--- src/rtl/equiv_check_ctrl_if.sv ---
// Stimulus/response bundle between the equivalence controller and the
// golden/locked design pair. The controller takes the master side.
interface equiv_check_ctrl_if #(
  parameter int unsigned DW  = 16,
  parameter int unsigned NCH = 4
) ();
  logic [NCH*DW-1:0] gold_y;
  logic              gold_valid;
  logic [NCH*DW-1:0] dut_y;
  logic              dut_valid;
  logic              dut_rst;
  logic [NCH*DW-1:0] stim_x;
  logic              stim_next;

  modport master (
    input  gold_y, gold_valid, dut_y, dut_valid,
    output dut_rst, stim_x, stim_next
  );

  modport slave (
    output gold_y, gold_valid, dut_y, dut_valid,
    input  dut_rst, stim_x, stim_next
  );
endinterface

--- src/rtl/equiv_check_ctrl.sv ---
// Equivalence-check run controller: resets a golden and a locked design,
// drives both with LFSR stimulus, compares their outputs after a fixed
// wait per trial and reports mismatch count / first failing trial.
module equiv_check_ctrl #(
  parameter int unsigned DW          = 16,
  parameter int unsigned NCH         = 4,
  parameter int unsigned WAIT_CYC    = 500,
  parameter int unsigned NTRIALS     = 30,
  parameter int unsigned CW          = 8,
  parameter logic [31:0] SEED        = 32'hACE1_2468,
  parameter bit          STOP_ON_ERR = 1'b0
) (
  input  logic                    clk,
  input  logic                    rst,
  input  logic                    start,
  input  logic                    abort,
  input  logic [NCH-1:0]          ch_mask,
  equiv_check_ctrl_if.master      bus,
  output logic                    busy,
  output logic                    done,
  output logic                    pass,
  output logic [CW-1:0]           err_count,
  output logic [15:0]             first_err_trial
);

  localparam int unsigned WCW  = $clog2(WAIT_CYC + 1);
  localparam logic [31:0] TAPS = 32'h8020_0003; // x^32+x^22+x^2+x+1

  typedef enum logic [2:0] {
    IDLE, RST_DUT, SETTLE, LOAD, WAIT, CHECK, DONE
  } state_t;

  state_t            state_q, state_d;
  logic              rst_ph_q;
  logic [WCW-1:0]    wait_cnt_q;
  logic [15:0]       trial_q;
  logic [31:0]       lfsr_q;
  logic [31:0]       lfsr_walk;
  logic [NCH*DW-1:0] stim_d;
  logic              mismatch;
  logic              last_trial;
  logic [CW-1:0]     err_inc;

  function automatic logic [31:0] lfsr_step(input logic [31:0] s);
    return s[0] ? ((s >> 1) ^ TAPS) : (s >> 1);
  endfunction

  // Next stimulus word: channel k takes the LFSR state after k+1 steps.
  always_comb begin
    lfsr_walk = lfsr_q;
    stim_d    = '0;
    for (int unsigned k = 0; k < NCH; k++) begin
      lfsr_walk = lfsr_step(lfsr_walk);
      stim_d[k*DW +: DW] = lfsr_walk[DW-1:0];
    end
  end

  // Trial verdict: valid disagreement or any enabled channel differing.
  always_comb begin
    mismatch = (bus.gold_valid != bus.dut_valid);
    for (int unsigned k = 0; k < NCH; k++) begin
      if (ch_mask[k] && (bus.gold_y[k*DW +: DW] != bus.dut_y[k*DW +: DW]))
        mismatch = 1'b1;
    end
  end

  assign last_trial = (trial_q == 16'(NTRIALS - 1));
  assign err_inc    = (err_count == '1) ? err_count : err_count + CW'(1);

  // Next-state decode; abort from any active state wins over everything.
  always_comb begin
    state_d = state_q;
    unique case (state_q)
      IDLE:    if (start) state_d = RST_DUT;
      RST_DUT: if (rst_ph_q) state_d = SETTLE;
      SETTLE:  state_d = LOAD;
      LOAD:    state_d = WAIT;
      WAIT:    if (wait_cnt_q == '0) state_d = CHECK;
      CHECK:   state_d = (last_trial || (STOP_ON_ERR && mismatch)) ? DONE : LOAD;
      DONE:    state_d = IDLE;
      default: state_d = IDLE;
    endcase
    if (abort && (state_q != IDLE))
      state_d = IDLE;
  end

  // State, stimulus, trial bookkeeping and result registers.
  always_ff @(posedge clk) begin
    if (rst) begin
      state_q         <= IDLE;
      rst_ph_q        <= 1'b0;
      wait_cnt_q      <= '0;
      trial_q         <= '0;
      lfsr_q          <= SEED;
      bus.stim_x      <= '0;
      pass            <= 1'b0;
      err_count       <= '0;
      first_err_trial <= '1;
    end else begin
      state_q  <= state_d;
      rst_ph_q <= (state_q == RST_DUT);
      if ((state_q == IDLE) && start) begin
        lfsr_q          <= SEED;
        trial_q         <= '0;
        err_count       <= '0;
        first_err_trial <= '1;
      end
      if (state_d == LOAD) begin
        bus.stim_x <= stim_d;
        lfsr_q     <= lfsr_walk;
      end
      if (state_q == LOAD)
        wait_cnt_q <= WCW'(WAIT_CYC - 1);
      else if (state_q == WAIT)
        wait_cnt_q <= wait_cnt_q - WCW'(1);
      if ((state_q == CHECK) && !abort) begin
        trial_q <= trial_q + 16'd1;
        if (mismatch) begin
          err_count <= err_inc;
          if (err_count == '0)
            first_err_trial <= trial_q;
        end
        // pass must reflect this CHECK, so it is taken from the verdict directly
        if (state_d == DONE)
          pass <= !mismatch && (err_count == '0);
      end
      if (abort && (state_q != IDLE))
        pass <= 1'b0;
    end
  end

  assign busy          = (state_q != IDLE);
  assign done          = (state_q == DONE);
  assign bus.stim_next = (state_q == LOAD);
  assign bus.dut_rst   = rst || (state_q == RST_DUT);

endmodule

--- src/flat_wrapper.sv ---
// flat-port wrapper written by rule: the top's interface ports become plain ports
module equiv_check_ctrl_flat 
#(
  parameter int unsigned DW          = 16,
  parameter int unsigned NCH         = 4,
  parameter int unsigned WAIT_CYC    = 500,
  parameter int unsigned NTRIALS     = 30,
  parameter int unsigned CW          = 8,
  parameter logic [31:0] SEED        = 32'hACE1_2468,
  parameter bit          STOP_ON_ERR = 1'b0
)
  (clk, rst, start, abort, ch_mask, busy, done, pass, err_count, first_err_trial, bus_gold_y, bus_gold_valid, bus_dut_y, bus_dut_valid, bus_dut_rst, bus_stim_x, bus_stim_next);
  equiv_check_ctrl_if #(.DW(DW), .NCH(NCH)) bus_i ();
  input  logic clk;
  input  logic rst;
  input  logic start;
  input  logic abort;
  input  logic [NCH-1:0] ch_mask;
  output logic busy;
  output logic done;
  output logic pass;
  output logic [CW-1:0] err_count;
  output logic [15:0] first_err_trial;
  input wire logic [$bits(bus_i.gold_y)-1:0] bus_gold_y;
  input wire logic [$bits(bus_i.gold_valid)-1:0] bus_gold_valid;
  input wire logic [$bits(bus_i.dut_y)-1:0] bus_dut_y;
  input wire logic [$bits(bus_i.dut_valid)-1:0] bus_dut_valid;
  output wire logic [$bits(bus_i.dut_rst)-1:0] bus_dut_rst;
  output wire logic [$bits(bus_i.stim_x)-1:0] bus_stim_x;
  output wire logic [$bits(bus_i.stim_next)-1:0] bus_stim_next;
  assign bus_i.gold_y = bus_gold_y;
  assign bus_i.gold_valid = bus_gold_valid;
  assign bus_i.dut_y = bus_dut_y;
  assign bus_i.dut_valid = bus_dut_valid;
  assign bus_dut_rst = bus_i.dut_rst;
  assign bus_stim_x = bus_i.stim_x;
  assign bus_stim_next = bus_i.stim_next;
  equiv_check_ctrl #(.DW(DW), .NCH(NCH), .WAIT_CYC(WAIT_CYC), .NTRIALS(NTRIALS), .CW(CW), .SEED(SEED), .STOP_ON_ERR(STOP_ON_ERR)) u_core (.clk(clk), .rst(rst), .start(start), .abort(abort), .ch_mask(ch_mask), .bus(bus_i), .busy(busy), .done(done), .pass(pass), .err_count(err_count), .first_err_trial(first_err_trial));
endmodule
--- config.mk ---
export PLATFORM = sky130hd
export DESIGN_NAME = equiv_check_ctrl_flat
export DESIGN_NICKNAME = d
export VERILOG_FILES = /design/src/rtl/equiv_check_ctrl_if.sv /design/src/rtl/equiv_check_ctrl.sv /design/src/flat_wrapper.sv
export SDC_FILE = /design/constraint.sdc
export NUM_CORES = 1
export LEC_CHECK = 0
export CAP_MARGIN = 20
export CORE_AREA = 2 2 118 120
export DETAILED_ROUTE_END_ITERATION = 10
export DIE_AREA = 0 0 120 122
export PLACE_DENSITY = 0.8
export SYNTH_ARGS = -nofsm -noshare
export SYNTH_HDL_FRONTEND = slang
export SYNTH_SLANG_ARGS = --single-unit
--- constraint.sdc ---
create_clock -name clk -period 2.6 [get_ports clk]
set_clock_uncertainty 0.1 [all_clocks]
set_input_delay 0.52 -clock clk [delete_from_list [all_inputs] [get_ports clk]]
set_output_delay 0.52 -clock clk [all_outputs]
set_load 0.01 [all_outputs]
==> key figures, run 1 <==
Setup path
  – Crit-path cells: clkdlybuf4s50_1, xnor2_1, nand4_1, o41ai_2, buf_4, nand4_1, o211ai_1, buf_4, clkbuf_16, nor3_1, a21oi_1
  – CP Class: input pin to flop
  – Flop2flop setup slack: 0.06 ns
  – Worst path arrival time: 2.72 ns
  – Worst-case reg-to-reg path depth: 8
  – Worst r2r src: u_core.trial_q[6]$_SDFFE_PP0P_
  – CP max FO: 8
  – Reg2reg end: u_core.lfsr_q[31]$_SDFFE_PP1P_
  – WP data required: about 2.8 ns
  – CP top delay family: buffers and inverters
  – Crit-path slowest cell: clkdlybuf4s50_1
  – Bufs and invs on worst path: 4
  – Crit. End Element: flop
  – Worst path max stage delay: 0.47 ns
  – Worst setup SP type: input pin

Synth
  – Syn avg cell area: 8.30 µm²
  – Async S/R FF share, synth: 0%
  – #FFs+latches synth: 111
  – Cells after Synth: around 700
  – EDFF count, synth: 0
  – Netlist cell types: 59
  – Synth Warn #: 0
  – Post-synthesis sequential area ratio: 38.6%
  – Synthesized Nets: 838
  – Most common flop cell mapped by yosys: dfxtp_1
  – Post-Syn Area: 5760 µm²

Routing
  – Total number of vias: around 5.6k
  – DRT Pass-1 Iters: 5
  – Via density: roughly 5
  – ANT nets after route: 0
  – Number of DRC markers after the initial detailed-route iteration: 381
  – Residual DRC: 0
  – WL per Instance: roughly 15 µm
  – Detailed Route WL: 16800 µm

Pwr
  – Switching share of power: 24.3%
  – Sequential Power Share: approximately half
  – Pwr Density: 403 nW/µm²
  – Clock group share of total power: 36.8%
  – Peak supply drop: ~0.32 mV
  – Pwr Total: about 0.0035 W
  – Leakage power: roughly 3.4 nW
  – Total net switching power: 0.000862 W
  – Logic pwr share: 14.7%
  – Internal power: 0.00268 W

Timing
  – Final hold vios: 0
  – Period utilization: 97.9%
  – Period minus WS final: 2.55 ns
  – WHS: 0.355 ns
  – # setup viols final: 0
  – Slew @ Worst Pin: 0.565 ns
  – Max_slew headroom: 62.2%
  – RSZ-0062 raised after global routing: yes
  – Max Clk Rate: 0.393 GHz
  – Final Slew Violations: 0

Clocking
  – Reg clk slew, reported paths: 0.07 ns
  – H-tree level count: 3
  – CTS tree: built
  – Root Driver: clkbuf_16
  – CTS Buffer Depth: 2
  – CTS Buf Count: 9
  – Clock sink count: ~110
  – Clock Latency Late Sink: around 0.35 ns

Die
  – Num rows: 43
  – Die W: around 120 µm
  – Core area: 13500 µm²
  – Die H: 122 µm
  – Die area: 14600 µm²
  – Top-level port count: 231
  – Initial Util: a little over two fifths

Cells and area
  – Multi-input gate area in the final layout: around 3100 µm²
  – Most common cell after layout, fill and taps aside: clkdlybuf4s50_1
  – Area Overhead vs Synth: 52.8%
  – Fillers: between 1k and 1.5k
  – Share of post-route cells with drive strength above 1: 11.1%
  – FF/Latch Area: 2230 µm²
  – Nets@finish: 1058
  – Fin util: between 60% and 70%
  – Most frequent cells in the layout: 198 x clkdlybuf4s50_1, 108 x dfxtp_1, 79 x nand2_1

Placement
  – IO buf count: 230
  – Detailed placement HPWL: 12100 µm
  – Gp weighted congestion: between 0.8 and 0.9

Hold path
  – Hold path startpoint: u_core.lfsr_q[21]$_SDFFE_PP1P_
  – HP Class: flop to flop
  – Hold path cells: 2
  – Hold Path Sink: u_core.lfsr_q[17]$_SDFFE_PP0P_

Status
  – Status: completed

GRT
  – Largest net degree at the start of global routing: 52
  – GRT overflow: 0
  – Initial antenna violation count: 1
  – Vias in the first global route: 5275
  – GRT Total Usage: 21.8%
  – First-pass GRT wire length: 25800 µm

Job
  – Max Cap Viol: 0
==> tightest hold or removal path, delay by kind of cell, from the launching register on <==
family	cells	cell delay [ns]
compound gates	1	0.05
simple gates	1	0.05
flops	1	0.31
==> sequential cells by signal, summed over array words and instances (netlist names) <==
register                count
u_core.wait_cnt_q           9
u_core.rst_ph_q             1
u_core.first_err_trial     16
u_core.pass                 1
u_core.trial_q             16
u_core.err_count            8
u_core.state_q              3
u_core.lfsr_q              32
u_core.bus.stim_x          25
==> power by group through the flow <==
stage / combinational, W / sequential, W / clock, W
2_1_floorplan: 0.000212 / 0.00175 / 0
3_3_place_gp: 0.000500 / 0.00176 / 0
3_5_place_dp: 0.000505 / 0.00176 / 0
4_1_cts: 0.000510 / 0.00172 / 0.00133
5_1_grt: 0.000562 / 0.00172 / 0.00140
6_report: 0.000522 / 0.00172 / 0.00131
==> synth_stat cells, types with 3 or more instances <==
cell,n,area share (%)
nand3_1,22,1.9
nor3_1,41,3.6
nand2_1,79,5.1
nor2_1,63,4.1
dfxtp_1,111,39
a211oi_1,3,0.39
a311oi_1,3,0.46
o41ai_1,4,0.61
buf_2,6,0.52
nand4_1,21,2.3
o21bai_1,13,1.7
a22o_1,4,0.61
or3_1,3,0.33
and3_1,3,0.33
or4_1,4,0.52
clkbuf_1,22,1.4
a21oi_1,76,6.6
a31oi_1,4,0.43
mux2_2,3,0.59
or2_2,3,0.33
inv_1,14,0.91
o211ai_1,4,0.52
buf_6,6,1.2
xnor2_1,74,11
xor2_1,11,1.7
ha_1,6,1.3
buf_4,40,5.2
o21ai_0,11,0.96
nand2b_1,3,0.33
==> final cells by class <==
type / instances / area share, %
Sequential cell: 111 / 25.3
Clock inverter: 5 / 0.469
Antenna cell: 1 / 0.0284
Tap cell: 180 / 2.56
Timing Repair Buffer: 283 / 32.9
Clock buffer: 11 / 2.64
Inverter: 14 / 0.597
Multi-Input combinational cell: 495 / 35.5
==> what timing repair did <==
item	CTS	global route
cloned	1	4
resized for setup	2	49
buffers inserted	1	4
pin swaps	1	26
endpoints found under the setup margin	15	49
hold buffers	0	0
==> cell families (layout without fill, tap and decap cells) <==
logic type	Yosys count	in the layout	share of synthesized area [%]
flops	111	111	38.6
xor+xnor	85	85	12.9
compound gates	137	137	15.2
buf+inv	89	313	9.32
simple gates	261	262	21.8
other cells	0	1	0
fa+ha+maj	6	6	1.30
mux	5	5	0.934
==> through the flow <==
stage	setup TNS [ns]	cell area, µm²	setup slack (ns)	cells
6_report	0	8800	0.0546	1100
3_3_place_gp	-6.68	8180	-0.299	1073
3_5_place_dp	-7.68	8180	-0.349	1073
4_1_cts	0	8510	0.0144	1091
2_1_floorplan	0	5760	0.205	694
5_1_grt	-0.271	8800	-0.0504	1099
==> how the worst max path moves through the flow <==
stage                     slack (ns)                           start                                    end  cells past startpoint
after CTS                       0.01  u_core.trial_q[6]$_SDFFE_PP0P_          u_core.lfsr_q[9]$_SDFFE_PP0P_                      8
after global routing           -0.05                    bus_dut_y[3]   u_core.first_err_trial[2]$_SDFF_PP1_                     11
after floorplan                 0.20  u_core.trial_q[6]$_SDFFE_PP0P_         u_core.lfsr_q[31]$_SDFFE_PP1P_                      8
after detailed placement       -0.35                   bus_dut_y[10]   u_core.first_err_trial[8]$_SDFF_PP1_                     10
final                           0.05                   bus_gold_y[8]   u_core.first_err_trial[2]$_SDFF_PP1_                     11
after global placement         -0.30                   bus_dut_y[40]  u_core.first_err_trial[10]$_SDFF_PP1_                     10
==> metal layers <==
metal / GRT usage, % / part of all wire [%] / up-vias
met5: 0 / 0 / -
met4: 5.51 / 1.7 / 0
met3: 5.81 / 7.0 / 28
met2: 37.3 / 49 / 175
met1: 27.4 / 42 / 2601
li1: - / - / 2803
Note: power is estimated with default switching activity, not from simulation.
==> inputs of run 2 (changes only) <==
--- a/config.mk
+++ b/config.mk
@@ -7,9 +7,12 @@
 export LEC_CHECK = 0
 export CAP_MARGIN = 20
 export CORE_AREA = 2 2 118 120
+export CTS_CLUSTER_SIZE = 14
 export DETAILED_ROUTE_END_ITERATION = 10
 export DIE_AREA = 0 0 120 122
+export GPL_TIMING_DRIVEN = 0
 export PLACE_DENSITY = 0.8
+export SETUP_SLACK_MARGIN = 0.05
 export SYNTH_ARGS = -nofsm -noshare
 export SYNTH_HDL_FRONTEND = slang
 export SYNTH_SLANG_ARGS = --single-unit
==> run 2 against run 1 <==
Setup slack worse by 0.041 ns; die area unchanged; via count increased by 2.4%; critical path depth down 3; first-iteration DRC count is 1.3% lower; final cell count up 2.5%; sequential share of layout area is 0.54 points lower; critical endpoint is now u_core.lfsr_q[5]$_SDFFE_PP1P_; largest power group unchanged.
==> key figures, run 2 (same netlist as run 1, synthesis figures left out) <==
Setup path
  – Reg2reg end: u_core.lfsr_q[5]$_SDFFE_PP1P_
  – Crit-path cells: or4bb_4, o41ai_4, a311oi_2, o221a_1, buf_6, buf_6, nor3_2, o21bai_1
  – CP max FO: 10 (+2)
  – Worst path arrival time: 2.73 ns (about the same)
  – Worst-case reg-to-reg path depth: 8 (unchanged)
  – Crit. End Element: flop
  – CP most frequent cell: buf_6
  – CP top delay family: compound AO/OA/AOI/OAI gates
  – CP Class: flop to flop
  – Worst setup SP type: flop
  – Crit-path slowest cell: or4bb_4
  – Flop2flop setup slack: 0.01 ns (-0.05 ns)
  – Bufs and invs on worst path: 2 (-2)
  – Worst r2r src: u_core.trial_q[7]$_SDFFE_PP0P_
  – Worst path max stage delay: 0.55 ns (+0.08 ns)
  – WP data required: 2.74 ns (-0.04 ns)

Die
  – Die H: 122 µm (unchanged)
  – Num rows: 43 (unchanged)
  – Die area: 14600 µm² (unchanged)
  – Initial Util: 42.7% (unchanged)
  – Core area: 13500 µm² (unchanged)
  – Top-level port count: 231 (unchanged)
  – Die W: 120 µm (unchanged)

Hold path
  – Hold path startpoint: u_core.lfsr_q[21]$_SDFFE_PP1P_
  – HP Class: flop to flop
  – Hold Path Sink: u_core.lfsr_q[17]$_SDFFE_PP0P_
  – Hold path cells: 2 (unchanged)

Placement
  – Dpl cell area: 8280 µm² (+1.2%)
  – IO buf count: 229 (-0.43%)
  – Detailed placement HPWL: 13200 µm (+8.8%)
  – Pre-CTS setup slack: -0.843 ns (-0.493 ns)
  – Gp weighted congestion: 0.908 (+8.3%)

Timing
  – Setup_tns: 0 ns (unchanged)
  – Final Slew Violations: 0 (unchanged)
  – Period minus WS final: 2.59 ns (+0.0407 ns)
  – Max_slew headroom: 42.5% (-20 points)
  – Slew @ Worst Pin: 0.863 ns (+0.298 ns)
  – Worst setup margin: 0.0139 ns (-0.0407 ns)
  – WHS: 0.356 ns (+0.00146 ns)
  – Final hold vios: 0 (unchanged)
  – Max Clk Rate: 0.387 GHz (-1.6%)
  – Period utilization: 99.5% (+1.6 points)
  – RSZ-0062 raised after global routing: yes
  – # setup viols final: 0 (unchanged)

Cells and area
  – Share of post-route cells with drive strength above 1: 15.3% (+4.2 points)
  – Fillers: 1060 (-4.5%)
  – Final instance area: 9050 µm² (+2.8%)
  – Most common cell after layout, fill and taps aside: clkdlybuf4s50_1
  – Largest register FFs: 32 (unchanged)
  – Most frequent cells in the layout: 150 x clkdlybuf4s50_1, 103 x dfxtp_1, 75 x a21oi_1
  – FF/Latch Area: 2240 µm² (+0.62%)
  – Multi-input gate area in the final layout: 3240 µm² (+3.8%)
  – Top Registers: u_core.lfsr_q: 32 flops, u_core.bus.stim_x: 25 flops
  – Largest Register: u_core.lfsr_q
  – Nets@finish: 1087 (+2.7%)
  – Area Overhead vs Synth: 57.1%

GRT
  – Global Route met3 Usage: 5.81% (unchanged)
  – Initial antenna violation count: 1 (unchanged)
  – Largest net degree at the start of global routing: 19 (-63%)
  – Vias in the first global route: 5512 (+4.5%)
  – GRT overflow: 0 (unchanged)
  – First-pass GRT wire length: 27400 µm (+6.2%)
  – GRT Total Usage: 23.4% (+1.6 points)
  – Routing usage on met1: 28.3% (+0.98 points)
  – Busiest layer in global routing: met2
  – GRT met2 Usage: 40.8% (+3.6 points)

Routing
  – Detailed Route WL: 17700 µm (+5.5%)
  – DRT Pass-1 Iters: 5 (unchanged)
  – Via density: 5.09 (about the same)
  – WL per Instance: 15.7 µm (+2.9%)
  – Residual DRC: 0 (unchanged)
  – Number of DRC markers after the initial detailed-route iteration: 376 (-1.3%)
  – Total number of vias: 5744 (+2.4%)
  – ANT nets after route: 0 (unchanged)

Pwr
  – Internal power: 0.00266 W (-0.90%)
  – Total net switching power: 0.000864 W (+0.24%)
  – Sequential Power Share: 48.6% (about the same)
  – Clock group share of total power: 36.7% (about the same)
  – Pwr Total: 0.00352 W (-0.63%)
  – Peak supply drop: 0.323 mV (+0.60%)
  – Pwr Density: 389 nW/µm² (-3.3%)
  – Leakage power: 3.76 nW (+11%)
  – Switching share of power: 24.5% (+0.21 points)
  – Logic pwr share: 14.8% (about the same)

Clocking
  – CTS tree: built
  – Reg clk slew, reported paths: 0.07 ns (about the same)
  – Root Driver: clkbuf_16
  – CTS Buffer Depth: 2 (unchanged)
  – H-tree level count: 3 (unchanged)
  – CTS Buf Count: 9 (unchanged)
  – Clock sink count: 111 (unchanged)
  – Clock Latency Late Sink: 0.35 ns (about the same)

Status
  – Status: completed

Job
  – Max Cap Viol: 0 (unchanged)
-- run 2: worst max path at each step --
| stage | from | to | slack (ns) | cells past startpoint |
|---|---|---|---|---|
| finish | u_core.trial_q[7]$_SDFFE_PP0P_ | u_core.lfsr_q[5]$_SDFFE_PP1P_ | 0.01 | 8 |
| global route | u_core.trial_q[7]$_SDFFE_PP0P_ | u_core.lfsr_q[5]$_SDFFE_PP1P_ | -0.08 | 8 |
| CTS | u_core.trial_q[8]$_SDFFE_PP0P_ | u_core.bus.stim_x[57]$_SDFFE_PP0N_ | 0.04 | 8 |
| detailed placement | bus_dut_y[37] | u_core.first_err_trial[14]$_SDFF_PP1_ | -0.84 | 9 |
| global placement | bus_dut_y[40] | u_core.first_err_trial[14]$_SDFF_PP1_ | -0.81 | 9 |
| floorplan | u_core.trial_q[6]$_SDFFE_PP0P_ | u_core.lfsr_q[31]$_SDFFE_PP1P_ | 0.20 | 8 |
-- run 2: metrics by stage --
stage / util, % / cells
after global routing: 67.0 / 1127
after detailed placement: 61.3 / 1103
after CTS: 64.4 / 1126
final: 67.0 / 1128
after floorplan: - / 694
after global placement: 61.3 / 1103
-- run 2: layer usage --
metal,up-vias,routed length [µm]
met4,0,304
met2,213,8870
li1,2861,-
met1,2639,7280
met5,-,0
met3,31,1240
-- run 2: area by class of cell --
| type | instances | area share, % |
|---|---|---|
| timing repair buffer | 238 | 27.5 |
| multi-input combinational | 494 | 35.9 |
| sequential | 111 | 24.8 |
| buffer | 75 | 5.70 |
| tap | 180 | 2.49 |
| clock buffer | 10 | 2.53 |
| inverter | 14 | 0.581 |
| antenna | 1 | 0.0277 |
| clock inverter | 5 | 0.525 |
-- run 2: repair_timing --
action	CTS	global route
setup endpoints to repair	74	83
pin swaps	21	38
resized for setup	53	105
buffers inserted	7	1
hold buffers	0	0
cloned	1	0
-- run 2: power by group through the flow --
stage / sequential [W] / clock, W / combinational (W)
3_3_place_gp: 0.00175 / 0 / 0.000502
5_1_grt: 0.00171 / 0.00138 / 0.000558
2_1_floorplan: 0.00175 / 0 / 0.000212
3_5_place_dp: 0.00175 / 0 / 0.000509
4_1_cts: 0.00171 / 0.00131 / 0.000514
6_report: 0.00171 / 0.00129 / 0.000521
-- run 2: worst reg2reg max path, cell delays in order (launching register included) --
cell and delay (ns):
dfxtp_4 0.34, or4bb_4 0.55, o41ai_4 0.44, a311oi_2 0.20, o221a_1 0.30, buf_6 0.16, buf_6 0.16, nor3_2 0.14
o21bai_1 0.08
